<file path="config.mk">
export PLATFORM = sky130hd
export DESIGN_NAME = frame_tx_flat
export DESIGN_NICKNAME = d
export VERILOG_FILES = /design/src/rtl/frame_tx_pkg.sv /design/src/rtl/frame_tx_if.sv /design/src/rtl/frame_tx_axis_out_reg.sv /design/src/rtl/frame_tx.sv /design/src/flat_wrapper.sv
export SDC_FILE = /design/constraint.sdc
export NUM_CORES = 1
export LEC_CHECK = 0
export ABC_AREA = 1
export CAP_MARGIN = 40
export CORE_MARGIN = 1.5
export CORE_UTILIZATION = 55
export CTS_BUF_LIST = sky130_fd_sc_hd__clkbuf_8
export DETAILED_ROUTE_END_ITERATION = 12
export GPL_TIMING_DRIVEN = 0
export PLACE_DENSITY = 0.75
export RECOVER_POWER = 100
export SLEW_MARGIN = 20
export SYNTH_ARGS = -nofsm -noshare
export SYNTH_HDL_FRONTEND = slang
export SYNTH_SLANG_ARGS = --single-unit
export TNS_END_PERCENT = 100
</file>
<file path="constraint.sdc">
create_clock -name aclk -period 5.5 [get_ports aclk]
set_clock_uncertainty 0.15 [all_clocks]
set_input_delay 1.375 -clock aclk [delete_from_list [all_inputs] [get_ports aclk]]
set_output_delay 1.375 -clock aclk [all_outputs]
set_load 0.01 [all_outputs]
</file>
<file path="src/rtl/frame_tx_pkg.sv">
// Shared definitions for the frame transmitter.
//   state_e     : frame FSM states (IDLE -> HDR -> PAYLOAD -> DONE)
//   HDR_BEATS   : number of header beats (one per matrix row)
//   MAT_ENTRIES : coefficient matrix size (3 rows x 4 lanes)
package frame_tx_pkg;

    typedef enum logic [1:0] {
        ST_IDLE,
        ST_HDR,
        ST_PAYLOAD,
        ST_DONE
    } state_e;

    localparam int unsigned HDR_BEATS   = 3;
    localparam int unsigned MAT_ENTRIES = 12;

endpackage

</file>
<file path="src/rtl/frame_tx_if.sv">
// Bundle of the frame transmitter's config, command, upstream and AXIS signals.
//   master : the environment side (drives config/command/upstream data, m_tready)
//   slave  : the frame_tx side (drives p_tready, AXIS output and status)
interface frame_tx_if #(
    parameter int DATA_WIDTH = 16,
    parameter int LANES      = 4,
    parameter int CNT_WIDTH  = 16
);
    logic                        cfg_we;
    logic [3:0]                  cfg_addr;
    logic [DATA_WIDTH-1:0]       cfg_wdata;
    logic                        start;
    logic [CNT_WIDTH-1:0]        num_points;
    logic [LANES*DATA_WIDTH-1:0] p_tdata;
    logic                        p_tvalid;
    logic                        p_tready;
    logic [LANES*DATA_WIDTH-1:0] m_tdata;
    logic                        m_tvalid;
    logic                        m_tready;
    logic                        m_tlast;
    logic                        busy;
    logic                        done;
    logic                        err;

    modport master (
        output cfg_we, cfg_addr, cfg_wdata, start, num_points, p_tdata, p_tvalid, m_tready,
        input  p_tready, m_tdata, m_tvalid, m_tlast, busy, done, err
    );

    modport slave (
        input  cfg_we, cfg_addr, cfg_wdata, start, num_points, p_tdata, p_tvalid, m_tready,
        output p_tready, m_tdata, m_tvalid, m_tlast, busy, done, err
    );
endinterface

</file>
<file path="src/rtl/frame_tx_axis_out_reg.sv">
// Single-stage AXIS output register (module axis_out_reg).
//   clk_i, rst_ni          : clock, asynchronous active-low reset
//   in_data_i/in_valid_i   : beat offered by the source ({last,data})
//   in_ready_o             : register can take a beat this cycle
//   out_data_o/out_valid_o : registered beat towards the consumer
//   out_ready_i            : consumer ready
// Accepts a new beat while the current one leaves, so full rate needs no bubble.
module axis_out_reg #(
    parameter int unsigned W = 65
) (
    input  logic         clk_i,
    input  logic         rst_ni,
    input  logic [W-1:0] in_data_i,
    input  logic         in_valid_i,
    output logic         in_ready_o,
    output logic [W-1:0] out_data_o,
    output logic         out_valid_o,
    input  logic         out_ready_i
);
    logic [W-1:0] data_q, data_d;
    logic         valid_q, valid_d;

    assign in_ready_o = !valid_q || out_ready_i;

    always_comb begin
        data_d  = data_q;
        valid_d = valid_q;
        if (in_valid_i && in_ready_o) begin
            data_d  = in_data_i;
            valid_d = 1'b1;
        end else if (out_ready_i) begin
            valid_d = 1'b0;
        end
    end

    always_ff @(posedge clk_i or negedge rst_ni) begin
        if (!rst_ni) begin
            data_q  <= '0;
            valid_q <= 1'b0;
        end else begin
            data_q  <= data_d;
            valid_q <= valid_d;
        end
    end

    assign out_data_o  = data_q;
    assign out_valid_o = valid_q;
endmodule

</file>
<file path="src/rtl/frame_tx.sv">
// AXIS frame transmitter: holds a 12-entry coefficient matrix and, per start,
// emits 3 header beats (matrix rows) followed by num_points forwarded points.
//   aclk, aresetn : clock, asynchronous active-low reset
//   bus (slave)   : cfg_we/cfg_addr/cfg_wdata matrix writes, start/num_points
//                   command, p_* upstream point stream, m_* AXIS output,
//                   busy/done/err status
module frame_tx
    import frame_tx_pkg::*;
#(
    parameter int DATA_WIDTH = 16,
    parameter int LANES      = 4,
    parameter int CNT_WIDTH  = 16
) (
    input  logic     aclk,
    input  logic     aresetn,
    frame_tx_if.slave bus
);
    localparam int unsigned BEAT_W = LANES * DATA_WIDTH;

    state_e                          state_q, state_d;
    logic [1:0]                      hdr_idx_q, hdr_idx_d;
    logic [CNT_WIDTH-1:0]            cnt_q, cnt_d, num_q, num_d;
    logic [MAT_ENTRIES*DATA_WIDTH-1:0] mat_q, mat_d;
    logic                            err_q, err_d;

    logic              idle, start_ok, cfg_ok, p_ready;
    logic              ld_valid, ld_ready, ld_last, out_valid;
    logic [BEAT_W-1:0] ld_data, hdr_row;
    logic [1:0]        beat_sel;
    logic [BEAT_W:0]   out_word;

    assign idle     = (state_q == ST_IDLE);
    assign start_ok = idle && bus.start && (bus.num_points != '0);
    // A start in the same cycle takes priority and drops the write.
    assign cfg_ok   = idle && bus.cfg_we && !bus.start && (bus.cfg_addr < 4'(MAT_ENTRIES));
    assign err_d    = (bus.start && !start_ok) || (bus.cfg_we && !cfg_ok);

    // Matrix is row-major with element 0 in the LSBs, so row k is one contiguous slice.
    assign hdr_row = (beat_sel < 2'(HDR_BEATS)) ? mat_q[32'(beat_sel) * BEAT_W +: BEAT_W] : '0;

    always_comb begin
        state_d   = state_q;
        hdr_idx_d = hdr_idx_q;
        cnt_d     = cnt_q;
        num_d     = num_q;
        mat_d     = mat_q;
        ld_valid  = 1'b0;
        ld_data   = '0;
        ld_last   = 1'b0;
        p_ready   = 1'b0;
        beat_sel  = hdr_idx_q;
        unique case (state_q)
            ST_IDLE: begin
                if (start_ok) begin
                    // Output register is always empty in IDLE, so beat 0 loads now.
                    state_d   = ST_HDR;
                    num_d     = bus.num_points;
                    cnt_d     = '0;
                    beat_sel  = 2'd0;
                    ld_valid  = 1'b1;
                    ld_data   = hdr_row;
                    hdr_idx_d = 2'd1;
                end else if (cfg_ok) begin
                    mat_d[32'(bus.cfg_addr) * DATA_WIDTH +: DATA_WIDTH] = bus.cfg_wdata;
                end
            end
            ST_HDR: begin
                if (hdr_idx_q != 2'(HDR_BEATS)) begin
                    ld_valid = 1'b1;
                    ld_data  = hdr_row;
                    if (ld_ready) hdr_idx_d = hdr_idx_q + 2'd1;
                end else if (out_valid && bus.m_tready) begin
                    // Last header beat handshakes: payload may start next cycle.
                    state_d = ST_PAYLOAD;
                end
            end
            ST_PAYLOAD: begin
                p_ready  = (cnt_q != num_q) && ld_ready;
                ld_valid = bus.p_tvalid && (cnt_q != num_q);
                ld_data  = bus.p_tdata;
                ld_last  = ((cnt_q + CNT_WIDTH'(1)) == num_q);
                if (bus.p_tvalid && p_ready) cnt_d = cnt_q + CNT_WIDTH'(1);
                if (out_valid && bus.m_tready && out_word[BEAT_W]) state_d = ST_DONE;
            end
            ST_DONE: begin
                state_d = ST_IDLE;
            end
            default: state_d = ST_IDLE;
        endcase
    end

    always_ff @(posedge aclk or negedge aresetn) begin
        if (!aresetn) begin
            state_q   <= ST_IDLE;
            hdr_idx_q <= '0;
            cnt_q     <= '0;
            num_q     <= '0;
            mat_q     <= '0;
            err_q     <= 1'b0;
        end else begin
            state_q   <= state_d;
            hdr_idx_q <= hdr_idx_d;
            cnt_q     <= cnt_d;
            num_q     <= num_d;
            mat_q     <= mat_d;
            err_q     <= err_d;
        end
    end

    axis_out_reg #(
        .W(BEAT_W + 1)
    ) u_out (
        .clk_i      (aclk),
        .rst_ni     (aresetn),
        .in_data_i  ({ld_last, ld_data}),
        .in_valid_i (ld_valid),
        .in_ready_o (ld_ready),
        .out_data_o (out_word),
        .out_valid_o(out_valid),
        .out_ready_i(bus.m_tready)
    );

    assign bus.p_tready = p_ready;
    assign bus.m_tdata  = out_word[BEAT_W-1:0];
    assign bus.m_tlast  = out_word[BEAT_W];
    assign bus.m_tvalid = out_valid;
    assign bus.busy     = !idle;
    assign bus.done     = (state_q == ST_DONE);
    assign bus.err      = err_q;
endmodule

</file>
<file path="src/flat_wrapper.sv">
// flat-port wrapper written by rule: the top's interface ports become plain ports
module frame_tx_flat import frame_tx_pkg::*;
#(
    parameter int DATA_WIDTH = 16,
    parameter int LANES      = 4,
    parameter int CNT_WIDTH  = 16
)
  (aclk, aresetn, bus_cfg_we, bus_cfg_addr, bus_cfg_wdata, bus_start, bus_num_points, bus_p_tdata, bus_p_tvalid, bus_m_tready, bus_p_tready, bus_m_tdata, bus_m_tvalid, bus_m_tlast, bus_busy, bus_done, bus_err);
  frame_tx_if #(.DATA_WIDTH(DATA_WIDTH), .LANES(LANES), .CNT_WIDTH(CNT_WIDTH)) bus_i ();
  input  logic aclk;
  input  logic aresetn;
  input wire logic [$bits(bus_i.cfg_we)-1:0] bus_cfg_we;
  input wire logic [$bits(bus_i.cfg_addr)-1:0] bus_cfg_addr;
  input wire logic [$bits(bus_i.cfg_wdata)-1:0] bus_cfg_wdata;
  input wire logic [$bits(bus_i.start)-1:0] bus_start;
  input wire logic [$bits(bus_i.num_points)-1:0] bus_num_points;
  input wire logic [$bits(bus_i.p_tdata)-1:0] bus_p_tdata;
  input wire logic [$bits(bus_i.p_tvalid)-1:0] bus_p_tvalid;
  input wire logic [$bits(bus_i.m_tready)-1:0] bus_m_tready;
  output wire logic [$bits(bus_i.p_tready)-1:0] bus_p_tready;
  output wire logic [$bits(bus_i.m_tdata)-1:0] bus_m_tdata;
  output wire logic [$bits(bus_i.m_tvalid)-1:0] bus_m_tvalid;
  output wire logic [$bits(bus_i.m_tlast)-1:0] bus_m_tlast;
  output wire logic [$bits(bus_i.busy)-1:0] bus_busy;
  output wire logic [$bits(bus_i.done)-1:0] bus_done;
  output wire logic [$bits(bus_i.err)-1:0] bus_err;
  assign bus_i.cfg_we = bus_cfg_we;
  assign bus_i.cfg_addr = bus_cfg_addr;
  assign bus_i.cfg_wdata = bus_cfg_wdata;
  assign bus_i.start = bus_start;
  assign bus_i.num_points = bus_num_points;
  assign bus_i.p_tdata = bus_p_tdata;
  assign bus_i.p_tvalid = bus_p_tvalid;
  assign bus_i.m_tready = bus_m_tready;
  assign bus_p_tready = bus_i.p_tready;
  assign bus_m_tdata = bus_i.m_tdata;
  assign bus_m_tvalid = bus_i.m_tvalid;
  assign bus_m_tlast = bus_i.m_tlast;
  assign bus_busy = bus_i.busy;
  assign bus_done = bus_i.done;
  assign bus_err = bus_i.err;
  frame_tx #(.DATA_WIDTH(DATA_WIDTH), .LANES(LANES), .CNT_WIDTH(CNT_WIDTH)) u_core (.aclk(aclk), .aresetn(aresetn), .bus(bus_i));
endmodule
</file>
# Word-level counts from Yosys, hierarchy flattened
# Cells that the tools add are included.
[totals]
ff_bits = 295
elab_cells = 85
[classes]
addsub = 3
n_lt_le_gt_ge = 2
eq_ne = 13
shifts = 3
muxes = 25
bitwise_logic = 1
reduce_logical = 30
[ops]
columns = ["operator", "n"]
rows = [
  ["$bwmux 192", 1],
  ["$mux 64", 3],
  ["$pmux 64 s3", 1],
  ["$shift 16x34->192 const A", 1],
  ["$shiftx 16x34->192", 1],
  ["$shiftx 192x9->64", 1],
  ["$neg 8->34", 1],
  ["$mux 16", 2],
  ["$pmux 16 s2", 1],
  ["$add 16x1->16 const B", 1],
  ["$eq 16x16->1", 1],
  ["$mux 2", 8],
  ["$ne 16x16->1", 1],
  ["$reduce_bool 16->1", 1],
  ["$logic_and 1x1->1", 13],
  ["$ne 2x1->1 const B", 5],
  ["$pmux 2 s4", 1],
  ["$reduce_and 4->1", 2],
  ["$mux 1", 6],
  ["$ne 2x2->1 const B", 3],
  ["$reduce_and 3->1", 2],
  ["$reduce_bool 2->1", 3],
  ["$logic_not 1->1", 5],
  ["$eq 2x2->1 const B", 2],
  ["10 further kinds", 11],
]

# Longest topological paths before layout
[depth]
depth_word = 9
mapped_depth = 16

# By module
# Synthesis repeated with hierarchy kept, for this count alone.
[unflattened]
cells_unflattened = 2225
hier_area_um2 = 16114.2
[by_module_without_submodules]
columns = ["module", "instances", "cells_per_inst", "area_each_um2"]
rows = [
  ["frame_tx", 1, 1939, 13485.4],
  ["axis_out_reg", 1, 286, 2628.8],
]

# Worst setup path after synthesis
# Ideal clock, no wire load.
[synth_path]
kind = "in2out"
start = "input bus_m_tready"
end = "output bus_p_tready"
arrival_time_ps = 1748
setup_slack_ps = 2227
stages = 4
n_path_buf = 0
cell_sequence = "nor2_1 inv_1 nand2_1 nor2_1"
[synth_via]
elab_chain_cells = 3
[synth_rtl]
columns = ["element", "line", "rtl"]
rows = [
  ["start: declaration", "flat_wrapper.sv:19", "input wire logic [$bits(bus_i.m_tready)-1:0] bus_m_tready;"],
  ["$logic_or 1x1->1", "frame_tx_axis_out_reg.sv:23", "assign in_ready_o = !valid_q || out_ready_i;"],
  ["$logic_and 1x1->1", "frame_tx.sv:78", "p_ready = (cnt_q != num_q) && ld_ready;"],
  ["$mux 1", "frame_tx.sv:52", "unique case (state_q)"],
  ["end: declaration", "flat_wrapper.sv:20", "output wire logic [$bits(bus_i.p_tready)-1:0] bus_p_tready;"],
]
# No other way between the ends.

# Final worst setup path
[layout_path]
start = "register u_core.state_q[0]"
end = "output bus_p_tready"
[layout_via]
elab_chain_cells = 2
[layout_rtl]
columns = ["element", "line", "rtl"]
rows = [
  ["start: declaration", "frame_tx.sv:20", "state_e state_q, state_d;"],
  ["start signal: assignment", "frame_tx.sv:101", "state_q <= state_d;"],
  ["$eq 2x2->1", "frame_tx.sv:52", ""],
  ["$mux 1", "frame_tx.sv:52", ""],
]
# No other way between the ends.

==> run summary <==
## Timing
- 5.082 ns — post-layout min period
- 196.8 MHz — highest attainable clock frequency
- 2.239 ns — slew at the pin with the worst max-slew slack
- 108 — number of max-slew violations in the final report
- no — unrepaired setup endpoints after global routing
- 92.41% — period utilisation layout
- 0 — number of failing setup endpoints in the final timing report
- -49.27% — Worst slew margin
- 0 — Final Hold Fails

## Setup path
- flop to output pin — type of the setup path with the least slack
- 3.56 ns — arrival time at the worst endpoint
- 12 — R2R depth
- u_core.mat_q[139]$_DFFE_PN0P_ — endpoint of the most critical register-to-register path
- flop — element type at the critical path start
- 1.61 ns — setup slack of the most critical reg-to-reg path
- 10 — largest fanout on the critical path
- u_core.state_q[0]$_DFFE_PN0P_ — Reg-to-Reg Start
- 3.97 ns — required time of the worst setup path
- output pin — nature of the critical path endpoint

## Clock tree
- 51 — clock buffer count from CTS
- 0 — post-CTS repair timing setup buffer count
- 0 — Post-CTS Hold Fix Bufs
- 0 — number of gates given a new drive strength after cts
- 0.60 ns — clock latency reported for the late side of the worst-skew pair
- 295 — Clock Sink Count
- clkbuf_8 — clock root buffer master
- yes — CTS tree
- 3 — largest buffer count on any clock path
- 0.06 ns — clk slew on worst S/H paths
- 2 — number of levels the H-tree was split into

## Run status
- finished with violations — run status
- capacitance limit, slew limit — violated checks

## Detailed routing
- 1605 — drt initial violations
- 8 — total iterations of the first detailed-routing run
- 50250 um — overall routed net length
- 5.350 — Via-to-Cell Ratio
- 0 — antenna violation net count after detailed routing
- 16.53 um — routed wire length per instance
- 0 — residual DRC count
- 16260 — count of vias placed by the detailed router

## Global routing
- 81230 um — first-pass GRT wire length
- 15370 — via count of the first global-routing pass
- 1 — number of antenna violations at the first check in global routing
- 97 — largest net degree at the start of global routing
- 0 — grt ovf
- 33.30% — overall global routing resource usage

## Yosys
- 295 — flop and latch count out of synthesis
- 2383 — synthesized instance count
- 33 — distinct cell type count after synthesis
- simple AND/OR/NAND/NOR gates — largest family of logic cells by synthesized area
- 8.275% — fraction of the mapped netlist area in compound gates
- 45.25% — sequential cell area fraction in the yosys report
- 34.46% — area share of and/or/nand/nor cells after synthesis
- 0 — Syn. warnings
- 0.7669% — synthesized-area fraction occupied by adder cells
- 6.846 um2 — Post-Syn Area per Cell
- 2499 — Syn Nets
- 0.01631 mm2 — Synth Cell Area
- 0.3681% — xor/xnor cell area share of the yosys netlist
- 0.1380% — portion of netlist area occupied by mux cells

## Die
- 176 — Top-Level Pins
- 62 — row cnt
- 0.03071 mm2 — floorplan die area
- 0.02894 mm2 — area of the core
- 175.2 um — horizontal extent of the die
- 56.38% — starting density of the core
- 175.2 um — Die Span Y

## Cells and area
- 19.60% — Syn-to-layout area delta
- 832 x nand2_1, 332 x inv_1, 295 x dfrtp_1, 275 x nor2_1, 251 x nand3_1 — leading cell types in the layout, fill and taps excluded
- 0.01951 mm2 — final instance area
- nand2_1 — leading cell type in the layout, fill and taps excluded
- 2730 — number of nets in the layout
- 3.879% — share of post-route cells with drive strength above 1
- 2618 — fill cell count

## Hold path
- u_core.mat_q[173]$_DFFE_PN0P_ — terminating pin of the worst hold path
- 2 — worst hold path stage count
- flop to flop — path class of the lowest-slack min-delay path
- u_core.mat_q[173]$_DFFE_PN0P_ — Hold Startpoint

## Placed design
- 175 — Port-buffer cells
- 0.9735 — final RePlAce weighted congestion
- 0.01863 mm2 — standard cell area after detailed placement
- 37010 um — DPL Wire Length

## Power
- 8.706 mW — Overall Power
- 10.26 nW — static leakage
- 0.3136 mV — Worst IR Drop VDD
- 446.2 mW/mm2 — power per unit of standard cell area

## Flow run
- 2 — MaxCap Viol Count

-- Yosys cell counts, drive strengths merged --
master,n,area [um2]
a21oi,71,355.3
dfrtp,295,7382
o21ai,102,566.8
nand2,833,3134
inv,312,1171
nor3,11,76.33
nand3b,1,7.510
xor2,5,43.79
or3,1,6.260
xnor2,1,16.27
buf,52,262.8
o22ai,2,18.77
and2,1,6.260
mux2,2,22.52
clkbuf,85,319.1
a31oi,21,131.4
o21bai,1,7.510
ha,10,125.1
nand3,252,1266
nand4,12,75.07
nor2,277,1050
o31ai,36,270.3
-- per-layer routing --
metal | global-route usage [%] | vias up | part of all wire, %
met4 | 11.25 | 0 | 3.2
met1 | 46.73 | 7550 | 43
met2 | 51.72 | 742 | 45
met5 | 0 | - | 0
li1 | - | 7861 | -
met3 | 6.636 | 110 | 9.0
-- final cells by class --
| type | instances | area [um2] | area share (%) |
|---|---|---|---|
| Inverter | 312 | 1171 | 6.002 |
| Clock buffer | 64 | 880.8 | 4.514 |
| Sequential cell | 295 | 7382 | 37.83 |
| Clock inverter | 30 | 153.9 | 0.7887 |
| Tap cell | 384 | 480.5 | 2.462 |
| Multi-Input combinational cell | 1639 | 7096 | 36.36 |
| Timing Repair Buffer | 178 | 1805 | 9.253 |
| Antenna cell | 1 | 2.502 | 0.01282 |
| Buffer | 137 | 540.5 | 2.770 |
-- worst max-delay path: stages, from the launching register on --
cell,delay [ns]
dfrtp_1,0.41
inv_1,0.14
ha_1,0.17
clkbuf_1,0.66
inv_1,0.32
clkbuf_1,0.35
nor2_1,0.27
dlygate4sd3_1,0.63
-- state kept, by name, indices dropped and copies added (netlist names) --
| name | count |
|---|---|
| u_core.state_q | 2 |
| u_core.mat_q | 192 |
| u_core.u_out.out_data_o | 65 |
| u_core.cnt_q | 16 |
| u_core.u_out.out_valid_o | 1 |
| u_core.hdr_idx_q | 2 |
| u_core.bus.err | 1 |
| u_core.num_q | 16 |
-- kinds of logic (layout without fill, tap and decap cells) --
logic type / count (synthesis) / count (layout)
buf+inv: 449 / 721
flops: 295 / 295
mux: 2 / 2
other cells: 0 / 1
compound gates: 233 / 233
fa+ha+maj: 10 / 10
simple gates: 1388 / 1388
xor+xnor: 6 / 6
-- metrics by stage --
stage	std cells	worst slack, ns	setup TNS, ns	util [%]	hold slack (ns)
finish	3040	0.4176	0	67.43	0.3303
global route	3040	0.3010	0	67.43	0.3480
CTS	3039	0.4703	0	67.98	0.3322
detailed placement	2945	0.9415	0	64.40	0.3163
global placement	2942	-9.979	-2934.29	64.10	0.3125
floorplan	2383	2.227	0	-	0.2995
-- how the worst max path moves through the flow --
stage | from | to | slack [ns] | cells past startpoint
finish | u_core.state_q[0]$_DFFE_PN0P_ | bus_p_tready | 0.42 | 7
global route | u_core.state_q[0]$_DFFE_PN0P_ | bus_p_tready | 0.30 | 7
CTS | u_core.state_q[0]$_DFFE_PN0P_ | bus_p_tready | 0.47 | 7
detailed placement | bus_cfg_addr[0] | u_core.mat_q[186]$_DFFE_PN0P_ | 0.94 | 8
global placement | aresetn | u_core.u_out.out_data_o[33]$_DFFE_PN0P_ | -9.98 | 1
floorplan | bus_m_tready | bus_p_tready | 2.23 | 4
-- power by group --
part           switching [mW]  total [mW]  internal, mW  leakage (nW)
sequential              0.257        2.90          2.64          3.89
combinational            2.42        3.79          1.37          5.76
clock                   0.929        2.02          1.09         0.609
total                    3.61        8.71          5.10          10.3
Power figures use the tool's default switching activity.
